--- config.mk ---
export PLATFORM = sky130hd
export DESIGN_NAME = floo_route_encoder_flat
export DESIGN_NICKNAME = d
export VERILOG_FILES = /design/src/rtl/floo_route_encoder_pkg.sv /design/src/rtl/floo_route_encoder_if.sv /design/src/rtl/floo_route_enc_reg.sv /design/src/rtl/floo_route_encoder.sv /design/src/flat_wrapper.sv
export SDC_FILE = /design/constraint.sdc
export NUM_CORES = 1
export LEC_CHECK = 0
export ABC_AREA = 0
export BUFFER_PORTS_ARGS = -buffer_cell sky130_fd_sc_hd__buf_4
export CAP_MARGIN = 20
export CORE_AREA = 4 4 223 225
export CTS_BUF_LIST = sky130_fd_sc_hd__clkbuf_16
export CTS_CLUSTER_DIAMETER = 30
export CTS_CLUSTER_SIZE = 12
export DETAILED_ROUTE_END_ITERATION = 6
export DIE_AREA = 0 0 227 229
export GPL_TIMING_DRIVEN = 1
export PLACE_DENSITY_LB_ADDON = 0.3
export SLEW_MARGIN = 10
export SYNTH_ARGS = -nofsm -noshare
export SYNTH_HDL_FRONTEND = slang
export SYNTH_HIERARCHICAL = 1
export SYNTH_SLANG_ARGS = --single-unit
export TNS_END_PERCENT = 100
--- constraint.sdc ---
create_clock -name clk_i -period 2.1 [get_ports clk_i]
set_input_delay 0.21 -clock clk_i [delete_from_list [all_inputs] [get_ports clk_i]]
set_output_delay 0.21 -clock clk_i [all_outputs]
set_load 0.1 [all_outputs]
--- src/rtl/floo_route_encoder_pkg.sv ---
// rtl/floo_route_encoder_pkg.sv - shared types and constants for the route encoder
// Default flit/rule layouts; the top module takes them as overridable type parameters.
package floo_route_encoder_pkg;

  typedef enum logic [1:0] {
    IdIsPort,
    SourceRouting,
    XYRouting,
    IdTable
  } route_algo_e;

  typedef enum logic [0:0] {
    HEAD,
    BODY
  } enc_state_e;

  localparam int unsigned DefaultNumDst   = 4;
  localparam int unsigned DefaultIdxWidth = $clog2(DefaultNumDst);
  localparam int unsigned DefaultIdWidth  = 8;
  localparam int unsigned DefaultLenWidth = 8;

  typedef logic [47:0] enc_addr_t;
  typedef logic [31:0] enc_payload_t;

  typedef struct packed {
    logic [DefaultIdxWidth-1:0] idx;
    enc_addr_t                  start_addr;
    enc_addr_t                  end_addr;
  } enc_addr_rule_t;

  typedef struct packed {
    logic [DefaultIdWidth-1:0] dst_id;
    logic [DefaultIdWidth-1:0] src_id;
    logic                      last;
  } enc_hdr_t;

  typedef struct packed {
    enc_hdr_t     hdr;
    enc_payload_t payload;
  } enc_flit_t;

endpackage

--- src/rtl/floo_route_encoder_if.sv ---
// rtl/floo_route_encoder_if.sv - beat-in / flit-out handshake bundle of the route encoder
// Signal suffixes are from the encoder's point of view; the encoder uses the slave modport.
interface floo_route_encoder_if
  import floo_route_encoder_pkg::*;
#(
  parameter int unsigned LenWidth  = DefaultLenWidth,
  parameter type         addr_t    = enc_addr_t,
  parameter type         payload_t = enc_payload_t,
  parameter type         flit_t    = enc_flit_t
);

  logic                valid_i;
  logic                ready_o;
  addr_t               addr_i;
  logic [LenWidth-1:0] len_i;
  payload_t            payload_i;

  logic                valid_o;
  logic                ready_i;
  flit_t               flit_o;
  logic                dec_error_o;

  modport master (
    output valid_i, addr_i, len_i, payload_i, ready_i,
    input  ready_o, valid_o, flit_o, dec_error_o
  );

  modport slave (
    input  valid_i, addr_i, len_i, payload_i, ready_i,
    output ready_o, valid_o, flit_o, dec_error_o
  );

endinterface

--- src/rtl/floo_route_enc_reg.sv ---
// rtl/floo_route_enc_reg.sv - one-entry valid/ready output register with stable hold
// Full throughput: a new entry may be written in the same cycle the held one is popped.
module floo_route_enc_reg #(
  parameter type data_t = logic
) (
  input  logic  clk_i,
  input  logic  rst_ni,
  input  logic  valid_i,
  output logic  ready_o,
  input  data_t data_i,
  output logic  valid_o,
  input  logic  ready_i,
  output data_t data_o
);

  logic  valid_q;
  data_t data_q;

  assign ready_o = !valid_q || ready_i;
  assign valid_o = valid_q;
  assign data_o  = data_q;

  always_ff @(posedge clk_i or negedge rst_ni) begin
    if (!rst_ni) begin
      valid_q <= 1'b0;
      data_q  <= '0;
    end else if (valid_i && ready_o) begin
      valid_q <= 1'b1;
      data_q  <= data_i;
    end else if (ready_i) begin
      valid_q <= 1'b0;
    end
  end

endmodule

--- src/rtl/floo_route_encoder.sv ---
// rtl/floo_route_encoder.sv - injection-side flit header builder with burst destination lock
// Optional SVA checks are compiled in when FLOO_ROUTE_ENC_ASSERT_EN is defined.
module floo_route_encoder
  import floo_route_encoder_pkg::*;
#(
  parameter route_algo_e RouteAlgo    = IdTable,
  parameter int unsigned NumDst       = DefaultNumDst,
  parameter int unsigned NumAddrRules = 4,
  parameter int unsigned IdWidth      = DefaultIdWidth,
  parameter int unsigned LenWidth     = DefaultLenWidth,
  parameter type         addr_t       = enc_addr_t,
  parameter type         addr_rule_t  = enc_addr_rule_t,
  parameter type         payload_t    = enc_payload_t,
  parameter type         flit_t       = enc_flit_t,
  localparam int unsigned IdxWidth    = (NumDst > 1) ? $clog2(NumDst) : 1
) (
  input  logic                           clk_i,
  input  logic                           rst_ni,
  input  logic                           test_enable_i,
  input  logic [IdWidth-1:0]             src_id_i,
  input  addr_rule_t [NumAddrRules-1:0]  addr_map_i,
  input  logic [NumDst-1:0][IdWidth-1:0] dst_table_i,
  input  logic [IdxWidth-1:0]            default_idx_i,
  floo_route_encoder_if.slave            bus
);

  localparam logic [0:0] StHead = HEAD;
  localparam logic [0:0] StBody = BODY;

  if ((RouteAlgo != IdTable) && (RouteAlgo != XYRouting) &&
      (RouteAlgo != SourceRouting)) begin : gen_bad_algo
    $fatal(1, "floo_route_encoder: unsupported RouteAlgo");
  end

  logic                unused_test_enable;
  logic [0:0]          state_q, state_d;
  logic [LenWidth-1:0] cnt_q, cnt_d;
  logic [IdWidth-1:0]  dst_q, dst_d;
  logic [IdWidth-1:0]  src_q, src_d;
  logic                err_q, err_d;
  logic                in_ready, accept, is_head;
  logic                dec_hit;
  logic [IdxWidth-1:0] dec_idx;
  logic [IdWidth-1:0]  head_dst;
  addr_t               beat_addr;
  payload_t            beat_payload;
  flit_t               flit_d;

  assign unused_test_enable = test_enable_i;
  assign beat_addr          = bus.addr_i;
  assign beat_payload       = bus.payload_i;
  assign accept             = bus.valid_i && in_ready;
  assign is_head            = (state_q == StHead);
  assign bus.ready_o        = in_ready;
  assign bus.dec_error_o    = err_q;

  // Descending scan so the lowest-numbered matching rule wins.
  always_comb begin
    dec_hit = 1'b0;
    dec_idx = default_idx_i;
    for (int i = int'(NumAddrRules) - 1; i >= 0; i--) begin
      if ((beat_addr >= addr_map_i[i].start_addr) && (beat_addr < addr_map_i[i].end_addr)) begin
        dec_hit = 1'b1;
        dec_idx = addr_map_i[i].idx;
      end
    end
  end

  assign head_dst = dst_table_i[dec_idx];

  always_comb begin
    state_d        = state_q;
    cnt_d          = cnt_q;
    dst_d          = dst_q;
    src_d          = src_q;
    err_d          = 1'b0;
    flit_d         = '0;
    flit_d.payload = beat_payload;
    if (is_head) begin
      flit_d.hdr.dst_id = head_dst;
      flit_d.hdr.src_id = src_id_i;
      flit_d.hdr.last   = (bus.len_i == '0);
    end else begin
      flit_d.hdr.dst_id = dst_q;
      flit_d.hdr.src_id = src_q;
      flit_d.hdr.last   = (cnt_q == LenWidth'(1));
    end
    if (accept) begin
      if (is_head) begin
        dst_d = head_dst;
        src_d = src_id_i;
        err_d = !dec_hit;
        if (bus.len_i != '0) begin
          cnt_d   = bus.len_i;
          state_d = StBody;
        end
      end else begin
        cnt_d = cnt_q - LenWidth'(1);
        if (cnt_q == LenWidth'(1)) begin
          state_d = StHead;
        end
      end
    end
  end

  always_ff @(posedge clk_i or negedge rst_ni) begin
    if (!rst_ni) begin
      state_q <= StHead;
      cnt_q   <= '0;
      dst_q   <= '0;
      src_q   <= '0;
      err_q   <= 1'b0;
    end else begin
      state_q <= state_d;
      cnt_q   <= cnt_d;
      dst_q   <= dst_d;
      src_q   <= src_d;
      err_q   <= err_d;
    end
  end

  floo_route_enc_reg #(
    .data_t (flit_t)
  ) i_out_reg (
    .clk_i   (clk_i),
    .rst_ni  (rst_ni),
    .valid_i (bus.valid_i),
    .ready_o (in_ready),
    .data_i  (flit_d),
    .valid_o (bus.valid_o),
    .ready_i (bus.ready_i),
    .data_o  (bus.flit_o)
  );

`ifdef FLOO_ROUTE_ENC_ASSERT_EN
  logic                chk_open_q;
  logic [IdWidth-1:0]  chk_dst_q;
  logic [LenWidth-1:0] chk_len_q;
  logic [LenWidth-1:0] chk_beat_q;
  logic                pop;

  assign pop = bus.valid_o && bus.ready_i;

  // Output-side burst tracker and input-side beat index, independent of the FSM.
  always_ff @(posedge clk_i or negedge rst_ni) begin
    if (!rst_ni) begin
      chk_open_q <= 1'b0;
      chk_dst_q  <= '0;
      chk_len_q  <= '0;
      chk_beat_q <= '0;
    end else begin
      if (pop) begin
        chk_open_q <= !bus.flit_o.hdr.last;
        chk_dst_q  <= bus.flit_o.hdr.dst_id;
      end
      if (accept) begin
        chk_len_q  <= is_head ? bus.len_i : chk_len_q;
        chk_beat_q <= is_head ? LenWidth'(1) : chk_beat_q + LenWidth'(1);
      end
    end
  end

  a_flit_stable: assert property (@(posedge clk_i) disable iff (!rst_ni)
    (bus.valid_o && !bus.ready_i) |=> $stable(bus.flit_o));

  a_dst_locked: assert property (@(posedge clk_i) disable iff (!rst_ni)
    (pop && chk_open_q) |-> (bus.flit_o.hdr.dst_id == chk_dst_q));

  a_burst_len: assert property (@(posedge clk_i) disable iff (!rst_ni)
    (accept && !is_head) |-> (flit_d.hdr.last == (chk_beat_q == chk_len_q)));

  a_no_err_in_body: assert property (@(posedge clk_i) disable iff (!rst_ni)
    (accept && !is_head) |=> !bus.dec_error_o);
`else
  // Assertions not compiled in this build.
`endif

endmodule
--- src/flat_wrapper.sv ---
// flat-port wrapper written by rule: the top's interface ports become plain ports
module floo_route_encoder_flat import floo_route_encoder_pkg::*;
#(
  parameter route_algo_e RouteAlgo    = IdTable,
  parameter int unsigned NumDst       = DefaultNumDst,
  parameter int unsigned NumAddrRules = 4,
  parameter int unsigned IdWidth      = DefaultIdWidth,
  parameter int unsigned LenWidth     = DefaultLenWidth,
  parameter type         addr_t       = enc_addr_t,
  parameter type         addr_rule_t  = enc_addr_rule_t,
  parameter type         payload_t    = enc_payload_t,
  parameter type         flit_t       = enc_flit_t,
  localparam int unsigned IdxWidth    = (NumDst > 1) ? $clog2(NumDst) : 1
)
  (clk_i, rst_ni, test_enable_i, src_id_i, addr_map_i, dst_table_i, default_idx_i, bus_valid_i, bus_addr_i, bus_len_i, bus_payload_i, bus_ready_i, bus_ready_o, bus_valid_o, bus_flit_o, bus_dec_error_o);
  floo_route_encoder_if #(.LenWidth(LenWidth), .addr_t(addr_t), .payload_t(payload_t), .flit_t(flit_t)) bus_i ();
  input  logic clk_i;
  input  logic rst_ni;
  input  logic test_enable_i;
  input  logic [IdWidth-1:0] src_id_i;
  input  addr_rule_t [NumAddrRules-1:0] addr_map_i;
  input  logic [NumDst-1:0][IdWidth-1:0] dst_table_i;
  input  logic [IdxWidth-1:0] default_idx_i;
  input wire logic [$bits(bus_i.valid_i)-1:0] bus_valid_i;
  input wire logic [$bits(bus_i.addr_i)-1:0] bus_addr_i;
  input wire logic [$bits(bus_i.len_i)-1:0] bus_len_i;
  input wire logic [$bits(bus_i.payload_i)-1:0] bus_payload_i;
  input wire logic [$bits(bus_i.ready_i)-1:0] bus_ready_i;
  output wire logic [$bits(bus_i.ready_o)-1:0] bus_ready_o;
  output wire logic [$bits(bus_i.valid_o)-1:0] bus_valid_o;
  output wire logic [$bits(bus_i.flit_o)-1:0] bus_flit_o;
  output wire logic [$bits(bus_i.dec_error_o)-1:0] bus_dec_error_o;
  assign bus_i.valid_i = bus_valid_i;
  assign bus_i.addr_i = bus_addr_i;
  assign bus_i.len_i = bus_len_i;
  assign bus_i.payload_i = bus_payload_i;
  assign bus_i.ready_i = bus_ready_i;
  assign bus_ready_o = bus_i.ready_o;
  assign bus_valid_o = bus_i.valid_o;
  assign bus_flit_o = bus_i.flit_o;
  assign bus_dec_error_o = bus_i.dec_error_o;
  floo_route_encoder #(.RouteAlgo(RouteAlgo), .NumDst(NumDst), .NumAddrRules(NumAddrRules), .IdWidth(IdWidth), .LenWidth(LenWidth), .addr_t(addr_t), .addr_rule_t(addr_rule_t), .payload_t(payload_t), .flit_t(flit_t)) u_core (.clk_i(clk_i), .rst_ni(rst_ni), .test_enable_i(test_enable_i), .src_id_i(src_id_i), .addr_map_i(addr_map_i), .dst_table_i(dst_table_i), .default_idx_i(default_idx_i), .bus(bus_i));
endmodule
# Word-level counts from Yosys, hierarchy flattened

Index checks and enable logic that the tools add are counted.

Flip-flop bits (word level): 76
Output and inout port bits: 52
Word-level logic and storage cells: 56

Add/subtract/negate cells: 1
$lt $le $gt $ge: 9
Equality and inequality tests: 1
Muxes and demuxes: 20
Bitwise gates (word level): 1
Reductions and logical operators: 14

Operators with widths:

| operator            | count |
|---|---|
| $ge 48x48->1        | 4 |
| $lt 48x48->1        | 4 |
| $mux 8              | 3 |
| $mux 17             | 1 |
| $bmux 8 s2          | 1 |
| $mux 1              | 11 |
| $eq 8x1->1 const B  | 1 |
| $logic_not 8->1     | 1 |
| $mux 2              | 4 |
| $reduce_bool 8->1   | 1 |
| $sub 8x1->8 const B | 1 |
| $logic_and 1x1->1   | 5 |
| $reduce_and 2->1    | 2 |
| $reduce_bool 2->1   | 2 |
| $lt 2x3->1 const B  | 1 |
| $logic_not 1->1     | 2 |
| $logic_or 1x1->1    | 1 |
| $not 1->1           | 1 |

# Logic depth before layout (Yosys ltp)

Depth after elaboration: 9
Gate-level depth with buffers: 14
Gate-level depth less buffers: 13

# Cells and area by module

The synthesis kept the hierarchy.

By module, submodules not included:

| module             | instances | cells an instance | area an instance (um2) | sequential area each (um2) |
|---|---|---|---|---|
| floo_route_encoder | 1         | 1529              | 11199.5                | 650.6 |
| floo_route_enc_reg | 1         | 107               | 1909.3                 | 1251.2 |

# Worst setup path before layout

No wires, ideal clock.

Path kind: in2reg
Start: input port addr_map_i[71] (netlist bit)
End: register u_core.i_out_reg.data_q, in the netlist u_core/i_out_reg/data_o[46]
Setup time: 126 ps
Data arrival time: 3360 ps
Data required time: 1974 ps
Setup slack: -1386 ps
Stages: 14
Cell sequence: inv_1 ha_1 a211oi_2 o21ai_1 o221a_1 o31a_1 or4_1 and3_4 and2_4 a311oi_4 buf_8 mux2i_1 a222oi_1 mux2_2

RTL lines:

| item                 | line                     | RTL |
|---|---|---|
| from (decl)          | flat_wrapper.sv:21       | `input addr_rule_t [NumAddrRules-1:0] addr_map_i;` |
| to (signal assigned) | floo_route_enc_reg.sv:29 | `data_q <= data_i;` |
| to (decl)            | floo_route_enc_reg.sv:17 | `data_t data_q;` |

==> summary.md <==
| Metric | Value |
|---|---|
| Setup ws final | `-1.40 ns` |
| Core region area | `around 48,000 um2` |
| DR vias/cell | `4.86` |
| Die Width | `about 230 um` |
| Detailed-route via count | `around 15,000` |
| Fin Setup TNS | `-21.11 ns` |
| Synth Instances | `1,636` |
| Detail Route Antenna Nets | `0` |
| Final period utilization | `1.67` |
| Crit end category | `register` |
| Latest clock arrival within the worst-skew pair | `0.34 ns` |
| Mapped Avg Cell Area | `8.01 um2` |
| Switch Pwr | `0.00472 W` |
| Reg-to-reg critical path startpoint | `u_core/cnt_q[2]` |
| Pwr per Cell Area | `486 nW/um2` |
| Clk pwr share | `0.154` |
| Initial drt markers | `roughly 700` |
| Crit path max-delay family | `simple AND/OR/NAND/NOR gates` |
| Share of power burned in registers | `0.206` |
| Commonest non-fill, non-tap cells in the layout | `buf_4 (791), inv_1 (391), ha_1 (370), a21oi_1 (137), nand2_1 (110)` |
| Pleak | `11.9 nW` |
| Initial antenna violation count | `9` |
| Root Driver | `clkbuf_16` |
| RD Place Congestion | `0.931` |
| Post-layout nets | `3,352` |
| Routed len/inst | `19.6 um` |
| Share of the synthesized area in the top cell type | `0.365` |
| Drt first pass iters | `5` |
| Critical Path Source | `bus_addr_i[42]` |
| Post-synth ARST share | `1.00` |
| Synth cell types | `69` |
| Sequential share of the synthesized area | `0.145` |
| Max_cap viols | `0` |
| Largest cells by area after synthesis | `ha_1 (36%), dfrtp_1 (15%), inv_1 (11%)` |
| Largest net degree at the start of global routing | `50` |
| Port buffer count | `577` |
| Post-synthesis register bit count | `between 70 and 80` |
| Comb power frac | `0.639` |
| Hold wc startpoint | `src_id_i[3]` |
| Drt drc | `0` |
| Period minus WS final | `3.50 ns` |
| Clk sinks | `76` |
| Buf/Inv on CP | `4` |
| Net Sw Frac | `0.462` |
| Max-slew headroom | `0.540` |
| CTS H-tree depth | `3` |
| Area Overhead vs Synth | `60.6%` |
| Syn Nets | `2,545` |
| Crit-path cells | `buf_8 -> buf_6 -> ha_4 -> and4_1 -> nand4_1 -> or4_4 -> nand2b_4 -> a311o_2 -> and3_4 -> and2_4 -> a311oi_4 -> buf_4 -> buf_12 -> mux2i_4 -> a222oi_1 -> mux2_4` |
| Fin Clk Skew | `0.00480 ns` |
| F_max | `286 MHz` |
| CP arrival | `3.72 ns` |
| Post-synth top flop | `dfrtp_1` |
| Vias in the first global route | `15,900` |
| First-pass GRT wire length | `88,500 um` |
| Critical path class | `input pin to register` |
| Overall power | `0.0102 W` |
| HPWL after DPL | `53,300 um` |
| Max-slew violations | `0` |
| Die Y-Extent | `about 230 um` |
| Clk pin slew, worst setup/hold paths | `~0.060 ns` |
| CP Max Fanout | `8` |
| DIE AREA | `52,000 um2` |
| Actual slew at the worst max-slew pin | `0.689 ns` |
| Status | `finished, violations left` |
| Number of buffers created by CTS | `9` |
| Worst path slowest cell | `or4_4` |
| TritonCTS clock tree | `done` |
| Initial Util | `0.276` |
| Ports | `579` |
| Gr usage total | `0.217` |
| Leading cell type in the layout, fill and taps excluded | `buf_4` |
| Critical Path Source Type | `input pin` |
| Global route overflow | `0` |
| Clock tree buffer depth | `2` |
| Slowest cell delay on critical path | `0.50 ns` |
| Final setup fails | `17` |
| Post-synth EDFFs | `0` |
| Synth area leader | `ha_1` |
| RSZ-0062 raised after global routing | `yes` |
| Failing checks | `negative setup slack` |
| Row cnt | `80` |
| Hold crit path type | `input pin to register` |
| Hold Vio Cnt, Final | `0` |
| Detailed Route WL | `60,200 um` |
| Worst IR drop on VDD | `495 uV` |
| Ys Warns | `6` |
| P_int | `0.00551 W` |
| Hold slack | `0.0703 ns` |
| Proportion of layout cells with a drive suffix above 1 | `0.397` |
| Worst EP required | `around 2.3 ns` |
| Post-Syn Area | `13,100 um2` |
-- kinds of logic (layout without fill, tap and decap cells) --
family / after synthesis / after routing / share of synthesized area
compound gates: 361 / 361 / 0.176
fa+ha+maj: 382 / 382 / 0.365
buf+inv: 409 / 1221 / 0.119
flops: 76 / 76 / 0.145
mux: 73 / 73 / 0.0640
other cells: 0 / 8 / 0
simple gates: 335 / 335 / 0.131
-- layout make-up --
class	count	area (um2)
Sequential cell	76	1900
Antenna cell	8	20.0
Clock inverter	7	76.3
Fill cell	4771	26500
Tap cell	615	769
Timing Repair Buffer	810	6250
Inverter	395	1490
Clock buffer	9	225
Multi-Input combinational cell	1151	10300
-- routing by layer --
layer | global-route usage | vias up | share of wire
li1 | - | 7404 | -
met1 | 0.263 | 6966 | 0.41
met2 | 0.404 | 480 | 0.51
met3 | 0.0306 | 61 | 0.059
met4 | 0.0492 | 2 | 0.021
met5 | 0 | - | 0.00017
-- metrics by stage --
stage                     worst slack, ns  area [um2]  cells  utilization
after global routing                -1.49       21000   3070        0.443
after global placement              -2.17       19900   3025        0.419
final                               -1.40       21000   3071        0.443
after detailed placement            -2.32       19900   3025        0.419
after CTS                           -1.34       20700   3052        0.435
after floorplan                     -1.28       13200   1636            -
-- sequential cells by signal, summed over array words and instances (netlist names) --
name / flops
u_core/bus.dec_error_o: 1
u_core/cnt_q: 8
u_core/dst_q: 8
u_core/i_out_reg/data_o: 49
u_core/i_out_reg/valid_o: 1
u_core/src_q: 8
u_core/state_q: 1
-- tightest hold or removal path: stages --
cell and delay (ns):
buf_4 0.08, nand2_1 0.04, nand2_1 0.04
-- synth_stat cells (3+ instances only) --
| cell | instances |
|---|---|
| o31ai_1 | 3 |
| nand3_1 | 37 |
| o311ai_0 | 3 |
| o211ai_1 | 9 |
| or3_1 | 3 |
| dfrtp_1 | 76 |
| nor2_1 | 38 |
| mux2_2 | 47 |
| mux2_4 | 10 |
| o31a_1 | 3 |
| nor4_1 | 14 |
| a21o_1 | 39 |
| nand4_1 | 66 |
| nand2b_1 | 18 |
| a22oi_1 | 4 |
| a222oi_1 | 8 |
| buf_2 | 3 |
| ha_1 | 382 |
| and4_1 | 7 |
| a221oi_1 | 8 |
| a2111oi_0 | 3 |
| nor2b_1 | 8 |
| o21a_1 | 12 |
| nand2_1 | 111 |
| a21oi_1 | 138 |
| o21ai_0 | 63 |
| inv_1 | 395 |
| or4_1 | 4 |
| a211oi_1 | 12 |
| nor3_1 | 15 |
| a21boi_0 | 6 |
| a31oi_1 | 11 |
| o22ai_1 | 4 |
| o221ai_1 | 12 |
| mux2i_1 | 16 |
| clkbuf_1 | 6 |
-- power by group through the flow --
| stage | sequential [W] | clock, W | combinational, W |
|---|---|---|---|
| after floorplan | 0.00365 | 0 | 0.00214 |
| after global placement | 0.00211 | 0 | 0.00604 |
| after detailed placement | 0.00212 | 0 | 0.00616 |
| after CTS | 0.00210 | 0.00161 | 0.00637 |
| after global routing | 0.00215 | 0.00167 | 0.00703 |
| final | 0.00211 | 0.00158 | 0.00654 |
-- timing repair --
action                                  CTS  global route
hold buffers                              1             0
buffers inserted                         11            12
pin swaps                                22            25
endpoints found under the setup margin   17            17
hold endpoints to repair                 32             0
gates cloned                              1             0
gates resized for setup                  68            40
-- worst paths after layout --
kind	to	slack (ns)	depth (start not counted)
min in group asynchronous	u_core/i_out_reg/data_o[30]	0.38	2
worst min-delay path	u_core/src_q[3]	0.07	3
worst max-delay path	u_core/i_out_reg/data_o[42]	-1.40	16
worst min register to register	u_core/src_q[3]	0.47	2
max in group asynchronous	u_core/i_out_reg/valid_o	1.10	3
worst max register to register	u_core/i_out_reg/data_o[32]	0.33	4
Note: power is estimated with default switching activity, not from simulation.
